$ cat config.mk
export PLATFORM = sky130hd
export DESIGN_NAME = spi_master_cfg_flat
export DESIGN_NICKNAME = d
export VERILOG_FILES = /design/src/rtl/spi_master_cfg_if.sv /design/src/rtl/spi_master_cfg.sv /design/src/flat_wrapper.sv
export SDC_FILE = /design/constraint.sdc
export NUM_CORES = 1
export LEC_CHECK = 0
export BUFFER_PORTS_ARGS = -buffer_cell sky130_fd_sc_hd__buf_4
export CAP_MARGIN = 20
export CORE_ASPECT_RATIO = 1.75
export CORE_MARGIN = 1
export CORE_UTILIZATION = 55
export DETAILED_ROUTE_END_ITERATION = 8
export GPL_ROUTABILITY_DRIVEN = 1
export GPL_TIMING_DRIVEN = 0
export PLACE_DENSITY = 0.77
export SLEW_MARGIN = 30
export SYNTH_ARGS = -nofsm -noshare
export SYNTH_HDL_FRONTEND = slang
export SYNTH_SLANG_ARGS = --single-unit
export TNS_END_PERCENT = 1
$ cat constraint.sdc
create_clock -name clk_i -period 3.7 [get_ports clk_i]
set_input_delay 0.555 -clock clk_i [delete_from_list [all_inputs] [get_ports clk_i]]
set_output_delay 0.555 -clock clk_i [all_outputs]
set_load 0.1 [all_outputs]
$ cat src/rtl/spi_master_cfg_if.sv
// rtl/spi_master_cfg_if.sv - sequencer handshake and SPI pin bundle for spi_master_cfg
interface spi_master_cfg_if #(
   parameter int DATA_W = 8
);
   logic              spi_en;
   logic [DATA_W-1:0] spi_data;
   logic              spi_keep_cs;
   logic [DATA_W-1:0] spi_rdata;
   logic              spi_fin;
   logic              cs;
   logic              sclk;
   logic              sdo;
   logic              sdi;

   modport master (
      input  spi_en, spi_data, spi_keep_cs, sdi,
      output spi_rdata, spi_fin, cs, sclk, sdo
   );

   modport slave (
      output spi_en, spi_data, spi_keep_cs, sdi,
      input  spi_rdata, spi_fin, cs, sclk, sdo
   );
endinterface

$ cat src/rtl/spi_master_cfg.sv
// rtl/spi_master_cfg.sv - parametrised SPI master with CPOL/CPHA, bit order, CS hold and bursts
module spi_master_cfg #(
   parameter int DATA_W    = 8,
   parameter int DIV       = 4,
   parameter int HOLD      = 4,
   parameter int CPOL      = 0,
   parameter int CPHA      = 0,
   parameter int MSB_FIRST = 1
) (
   input logic              clk_i,
   input logic              rst_i,
   spi_master_cfg_if.master bus
);
   localparam int CNT_W  = $clog2(DIV + HOLD + 1);
   localparam int EDGE_W = $clog2(2 * DATA_W + 1);
   localparam logic [CNT_W-1:0]  DIV_LAST  = CNT_W'(DIV - 1);
   localparam logic [CNT_W-1:0]  HOLD_LAST = CNT_W'((HOLD > 0) ? HOLD - 1 : 0);
   localparam logic [EDGE_W-1:0] EDGE_LAST = EDGE_W'(2 * DATA_W - 1);
   localparam logic              IDLE_LVL  = (CPOL != 0);

   typedef enum logic [2:0] {S_IDLE, S_SETUP, S_SHIFT, S_HOLD, S_DONE} state_t;

   state_t              state_q, state_d;
   logic [CNT_W-1:0]    cnt_q, cnt_d;
   logic [EDGE_W-1:0]   edge_q, edge_d;
   logic [DATA_W-1:0]   tx_q, tx_d;
   logic [DATA_W-1:0]   rx_q, rx_d;
   logic [DATA_W-1:0]   rdata_q, rdata_d;
   logic                keep_q, keep_d;
   logic                cs_q, cs_d;
   logic                sclk_q, sclk_d;
   logic                sdo_q, sdo_d;
   logic                fin_q, fin_d;
   logic                lead;
   logic                last_edge;

   // Bit that goes on the wire next, taken from the end selected by bit order
   function automatic logic head_bit(input logic [DATA_W-1:0] w);
      return (MSB_FIRST != 0) ? w[DATA_W-1] : w[0];
   endfunction

   function automatic logic [DATA_W-1:0] tx_shift(input logic [DATA_W-1:0] w);
      return (MSB_FIRST != 0) ? (w << 1) : (w >> 1);
   endfunction

   // Received bits enter at the far end so the first bit lands in MSB (or LSB) position
   function automatic logic [DATA_W-1:0] rx_shift(input logic [DATA_W-1:0] w, input logic b);
      return (MSB_FIRST != 0) ? ((w << 1) | DATA_W'(b))
                              : ((w >> 1) | (DATA_W'(b) << (DATA_W - 1)));
   endfunction

   // Edge counter holds edges already made, so the upcoming edge is odd (leading) when it is even
   assign lead      = ~edge_q[0];
   assign last_edge = (edge_q == EDGE_LAST);

   // Next-state and datapath decode for the transfer sequence
   always_comb begin
      state_d = state_q;
      cnt_d   = cnt_q;
      edge_d  = edge_q;
      tx_d    = tx_q;
      rx_d    = rx_q;
      rdata_d = rdata_q;
      keep_d  = keep_q;
      cs_d    = cs_q;
      sclk_d  = sclk_q;
      sdo_d   = sdo_q;
      fin_d   = 1'b0;
      case (state_q)
         S_IDLE: begin
            tx_d   = bus.spi_data;
            cnt_d  = '0;
            edge_d = '0;
            if (bus.spi_en) begin
               keep_d  = bus.spi_keep_cs;
               cs_d    = 1'b0;
               state_d = S_SETUP;
               if (CPHA == 0) begin
                  sdo_d = head_bit(bus.spi_data);
                  tx_d  = tx_shift(bus.spi_data);
               end
            end
         end
         S_SETUP: begin
            if (cnt_q == DIV_LAST) begin
               cnt_d   = '0;
               state_d = S_SHIFT;
            end else begin
               cnt_d = cnt_q + 1'b1;
            end
         end
         S_SHIFT: begin
            if (cnt_q == DIV_LAST) begin
               cnt_d  = '0;
               sclk_d = ~sclk_q;
               edge_d = edge_q + 1'b1;
               if (lead == (CPHA == 0)) begin
                  rx_d = rx_shift(rx_q, bus.sdi);
               end else if (!last_edge) begin
                  sdo_d = head_bit(tx_q);
                  tx_d  = tx_shift(tx_q);
               end
               if (last_edge) begin
                  sclk_d = IDLE_LVL;
                  if (HOLD > 0) begin
                     state_d = S_HOLD;
                  end else begin
                     state_d = S_DONE;
                     fin_d   = 1'b1;
                     rdata_d = rx_d;
                  end
               end
            end else begin
               cnt_d = cnt_q + 1'b1;
            end
         end
         S_HOLD: begin
            if (cnt_q == HOLD_LAST) begin
               state_d = S_DONE;
               fin_d   = 1'b1;
               rdata_d = rx_q;
            end else begin
               cnt_d = cnt_q + 1'b1;
            end
         end
         S_DONE: begin
            fin_d = 1'b1;
            if (!bus.spi_en) begin
               fin_d   = 1'b0;
               state_d = S_IDLE;
               if (!keep_q) begin
                  cs_d = 1'b1;
               end
            end
         end
         default: begin
            state_d = S_IDLE;
         end
      endcase
   end

   // State and registered outputs; reset drops any partial word without touching pins mid-edge
   always_ff @(posedge clk_i) begin
      if (rst_i) begin
         state_q <= S_IDLE;
         cnt_q   <= '0;
         edge_q  <= '0;
         tx_q    <= '0;
         rx_q    <= '0;
         rdata_q <= '0;
         keep_q  <= 1'b0;
         cs_q    <= 1'b1;
         sclk_q  <= IDLE_LVL;
         sdo_q   <= 1'b1;
         fin_q   <= 1'b0;
      end else begin
         state_q <= state_d;
         cnt_q   <= cnt_d;
         edge_q  <= edge_d;
         tx_q    <= tx_d;
         rx_q    <= rx_d;
         rdata_q <= rdata_d;
         keep_q  <= keep_d;
         cs_q    <= cs_d;
         sclk_q  <= sclk_d;
         sdo_q   <= sdo_d;
         fin_q   <= fin_d;
      end
   end

   assign bus.cs        = cs_q;
   assign bus.sclk      = sclk_q;
   assign bus.sdo       = sdo_q;
   assign bus.spi_fin   = fin_q;
   assign bus.spi_rdata = rdata_q;
endmodule
$ cat src/flat_wrapper.sv
// flat-port wrapper written by rule: the top's interface ports become plain ports
module spi_master_cfg_flat 
#(
   parameter int DATA_W    = 8,
   parameter int DIV       = 4,
   parameter int HOLD      = 4,
   parameter int CPOL      = 0,
   parameter int CPHA      = 0,
   parameter int MSB_FIRST = 1
)
  (clk_i, rst_i, bus_spi_en, bus_spi_data, bus_spi_keep_cs, bus_sdi, bus_spi_rdata, bus_spi_fin, bus_cs, bus_sclk, bus_sdo);
  spi_master_cfg_if #(.DATA_W(DATA_W)) bus_i ();
  input logic clk_i;
  input logic rst_i;
  input wire logic [$bits(bus_i.spi_en)-1:0] bus_spi_en;
  input wire logic [$bits(bus_i.spi_data)-1:0] bus_spi_data;
  input wire logic [$bits(bus_i.spi_keep_cs)-1:0] bus_spi_keep_cs;
  input wire logic [$bits(bus_i.sdi)-1:0] bus_sdi;
  output wire logic [$bits(bus_i.spi_rdata)-1:0] bus_spi_rdata;
  output wire logic [$bits(bus_i.spi_fin)-1:0] bus_spi_fin;
  output wire logic [$bits(bus_i.cs)-1:0] bus_cs;
  output wire logic [$bits(bus_i.sclk)-1:0] bus_sclk;
  output wire logic [$bits(bus_i.sdo)-1:0] bus_sdo;
  assign bus_i.spi_en = bus_spi_en;
  assign bus_i.spi_data = bus_spi_data;
  assign bus_i.spi_keep_cs = bus_spi_keep_cs;
  assign bus_i.sdi = bus_sdi;
  assign bus_spi_rdata = bus_i.spi_rdata;
  assign bus_spi_fin = bus_i.spi_fin;
  assign bus_cs = bus_i.cs;
  assign bus_sclk = bus_i.sclk;
  assign bus_sdo = bus_i.sdo;
  spi_master_cfg #(.DATA_W(DATA_W), .DIV(DIV), .HOLD(HOLD), .CPOL(CPOL), .CPHA(CPHA), .MSB_FIRST(MSB_FIRST)) u_core (.clk_i(clk_i), .rst_i(rst_i), .bus(bus_i));
endmodule
==> impl_metrics.yaml <==
route:
  drt_iter0_drc: 32
  via_per_inst: 5.84
  drt_pass1_iterations: 5
  final_antenna_net_count: 0
  avgRoutedWirePerCell_um: 14.8
  routed_wirelength_um: 4320
  via_count: 1704
  drc: 0
global_route:
  busiest_layer: "met2"
  grt_use_met1: 0.268
  grtUsageTotal: 0.261
  grt_antenna_before_repair: 0
  met2_usage: 0.461
  grt_pass1_wl_um: 6960
  use_met3: 0.0545
  grt_max_degree: 14
  grt_pass1_vias: 1627
  grt_overflow: 0
cells_and_area:
  syn_to_final_growth_pct: 18.5
  final_common_cell: "dfxtp_1"
  layout-drive-gt1-share: 0.189
  most-common-layout-cells: "41 x dfxtp_1, 28 x a21oi_1, 25 x buf_4, 23 x nor2_1, 19 x o21ai_0"
  fillCellCount: 276
  antennaDiodeCount: 0
  instances_no_fill: 292
  fin_nets: 264
critical_path:
  cp.arrival_ps: 2370
  max_stage_delay_ps: 540
  slowest_stage: "or4_1"
  cp_top_family: "simple AND/OR/NAND/NOR gates"
  path_max_fanout: 10
  end_kind: "flip-flop"
  crit_buf_inv: 2
  cp-start-kind: "flip-flop"
  critical_path_depth: 8
  crit_type: "reg -> reg"
  reg2reg_depth: 8
  critPathRequiredTime_ps: 3930
  crit_chain: "ha_1 -> and3_1 -> ha_1 -> inv_1 -> a21oi_1 -> clkbuf_2 -> or4_1 -> a21oi_1"
timing:
  tightest_slew_ps: 565
  min_period_ps: 2140
  final.setup_skew_ps: 9.80
  maxSlewHeadroom: 0.621
  fin_ws_ps: 1560
  finalSetupViolations: 0
  slew_viol_final: 0
  tns_ps: 0
  fmax_mhz: 468
  hold_violations: 0
  period_share: 0.578
  rsz0062_at_grt: "no"
floorplanning:
  die_area_mm2: 0.00365
  die_w_um: 46.1
  coreArea_mm2: 0.00321
  io_pins: 25
  initial_core_util: 0.583
  dieHeight_um: 79.2
  core.rowCount: 27
yosys:
  netlist_instances: 218
  ys_ff_latch: 41
  synth_cell_types: 41
  seq_area_frac_synth: 0.439
  synth_warnings: 0
  syn_nets: 234
  synth.avg_cell_area_um2: 8.59
  netlist_area_mm2: 0.00187
clock_tree:
  cts_hold_buf: 0
  clock_sinks: 41
  postCtsSetupBuffers: 0
  clockBufferDepth: 2
  cts_resized: 0
  clk_pin_slew_worst_paths_ps: 80
  root_buffer: "clkbuf_8"
  numCtsBuffers: 5
  cts_tree: "built"
  htreeDepth: 2
  clock_latency_ps: 290
place:
  place_inst: 284
  place_ws_ps: 1590
  io_buffer_count: 23
  place.gp.congestion: 0.796
  dp_hpwl_um: 3040
hold_path:
  hold_path.class: "reg -> reg"
  hold_depth: 2
pwr:
  vdd_drop_max_mv: 0.263
  powerDensity_mw_per_mm2: 411
  power_w: 0.000912
  p_leak_nw: 0.894
run_status:
  outcome: "completed"
flow_run:
  max-cap-violations: 0
==> path summary, 6_finish.rpt <==
check	from	endpoint	slack [ps]
setup / recovery	u_core.edge_q[0]	u_core.tx_q[4]	1560
hold / removal	u_core.rx_q[6]	u_core.rx_q[7]	460
setup reg to reg	u_core.edge_q[0]	u_core.tx_q[4]	1560
hold reg to reg	u_core.rx_q[6]	u_core.rx_q[7]	460
==> cells in the mapped netlist (all sizes together) <==
cell | n | area [um^2]
a211oi | 8 | 60.1
a21oi | 29 | 149
a311oi | 1 | 8.76
a31o | 1 | 8.76
a31oi | 2 | 12.5
a32oi | 1 | 8.76
and2 | 2 | 13.8
and3 | 2 | 13.8
buf | 7 | 45.0
clkbuf | 10 | 38.8
dfxtp | 41 | 821
ha | 3 | 37.5
inv | 2 | 7.51
mux2i | 9 | 90.1
nand2 | 14 | 52.6
nand3 | 5 | 25.0
nand3b | 1 | 7.51
nand4 | 1 | 6.26
nand4b | 2 | 17.5
nor2 | 23 | 86.3
nor2b | 8 | 50.1
nor3 | 7 | 51.3
nor3b | 2 | 31.3
nor4 | 3 | 18.8
o21ai | 19 | 95.1
or3 | 3 | 18.8
or3b | 2 | 17.5
or4 | 7 | 52.6
xnor2 | 2 | 17.5
xor2 | 1 | 8.76
==> worst register-to-register path, delay by kind of cell, from the launching register on <==
family | cells | cell delay [ps]
AND/OR/NAND/NOR | 2 | 720
adder cells (fa/ha/maj) | 2 | 430
flip-flops | 1 | 340
buffers and inverters | 2 | 300
AO/OA/AOI/OAI | 2 | 280
==> power breakdown <==
part	switching, W	total [W]	internal, W	leakage (nW)
clock network	0.000157	0.000376	0.000219	0.0574
registers	0.00000540	0.000456	0.000451	0.333
logic	0.0000484	0.0000792	0.0000308	0.504
total	0.000211	0.000912	0.000701	0.894
==> flip-flops by register name (all words and copies together), names as in the netlist, 3 cells and up <==
signal / cells
u_core.cnt_q: 4
u_core.edge_q: 5
u_core.state_q: 3
u_core.tx_q: 8
u_core.bus.spi_rdata: 8
u_core.rx_q: 8
==> area by class of cell <==
type / count / area (um^2) / share of cell area
flip-flops and latches: 41 / 821 / 0.370
clock buffers: 6 / 82.6 / 0.0372
multi-input cells: 158 / 960 / 0.433
repair buffers: 23 / 173 / 0.0778
plain buffers: 17 / 83.8 / 0.0378
inverters: 2 / 7.51 / 0.00338
clock inverters: 2 / 37.5 / 0.0169
well taps: 43 / 53.8 / 0.0243
==> cell families after synthesis <==
family / Yosys count / share of synthesized area
multiplexers: 9 / 0.0481
adder cells (fa/ha/maj): 3 / 0.0201
flip-flops: 41 / 0.439
XOR/XNOR: 3 / 0.0140
AO/OA/AOI/OAI: 61 / 0.183
AND/OR/NAND/NOR: 82 / 0.247
buffers and inverters: 19 / 0.0488
==> routing by layer <==
| layer | wire length, um | up-vias |
|---|---|---|
| li1 | - | 842 |
| met5 | 0 | - |
| met3 | 101 | 12 |
| met4 | 140 | 0 |
| met1 | 1760 | 817 |
| met2 | 2320 | 33 |
==> metrics by stage <==
step | cell area [um^2] | hold slack, ps | utilization
floorplan | 1870 | 437 | -
global placement | 2100 | 456 | 0.654
detailed placement | 2100 | 460 | 0.654
CTS | 2220 | 467 | 0.691
global route | 2220 | 490 | 0.691
finish | 2220 | 461 | 0.691
Power figures use the tool's default switching activity.
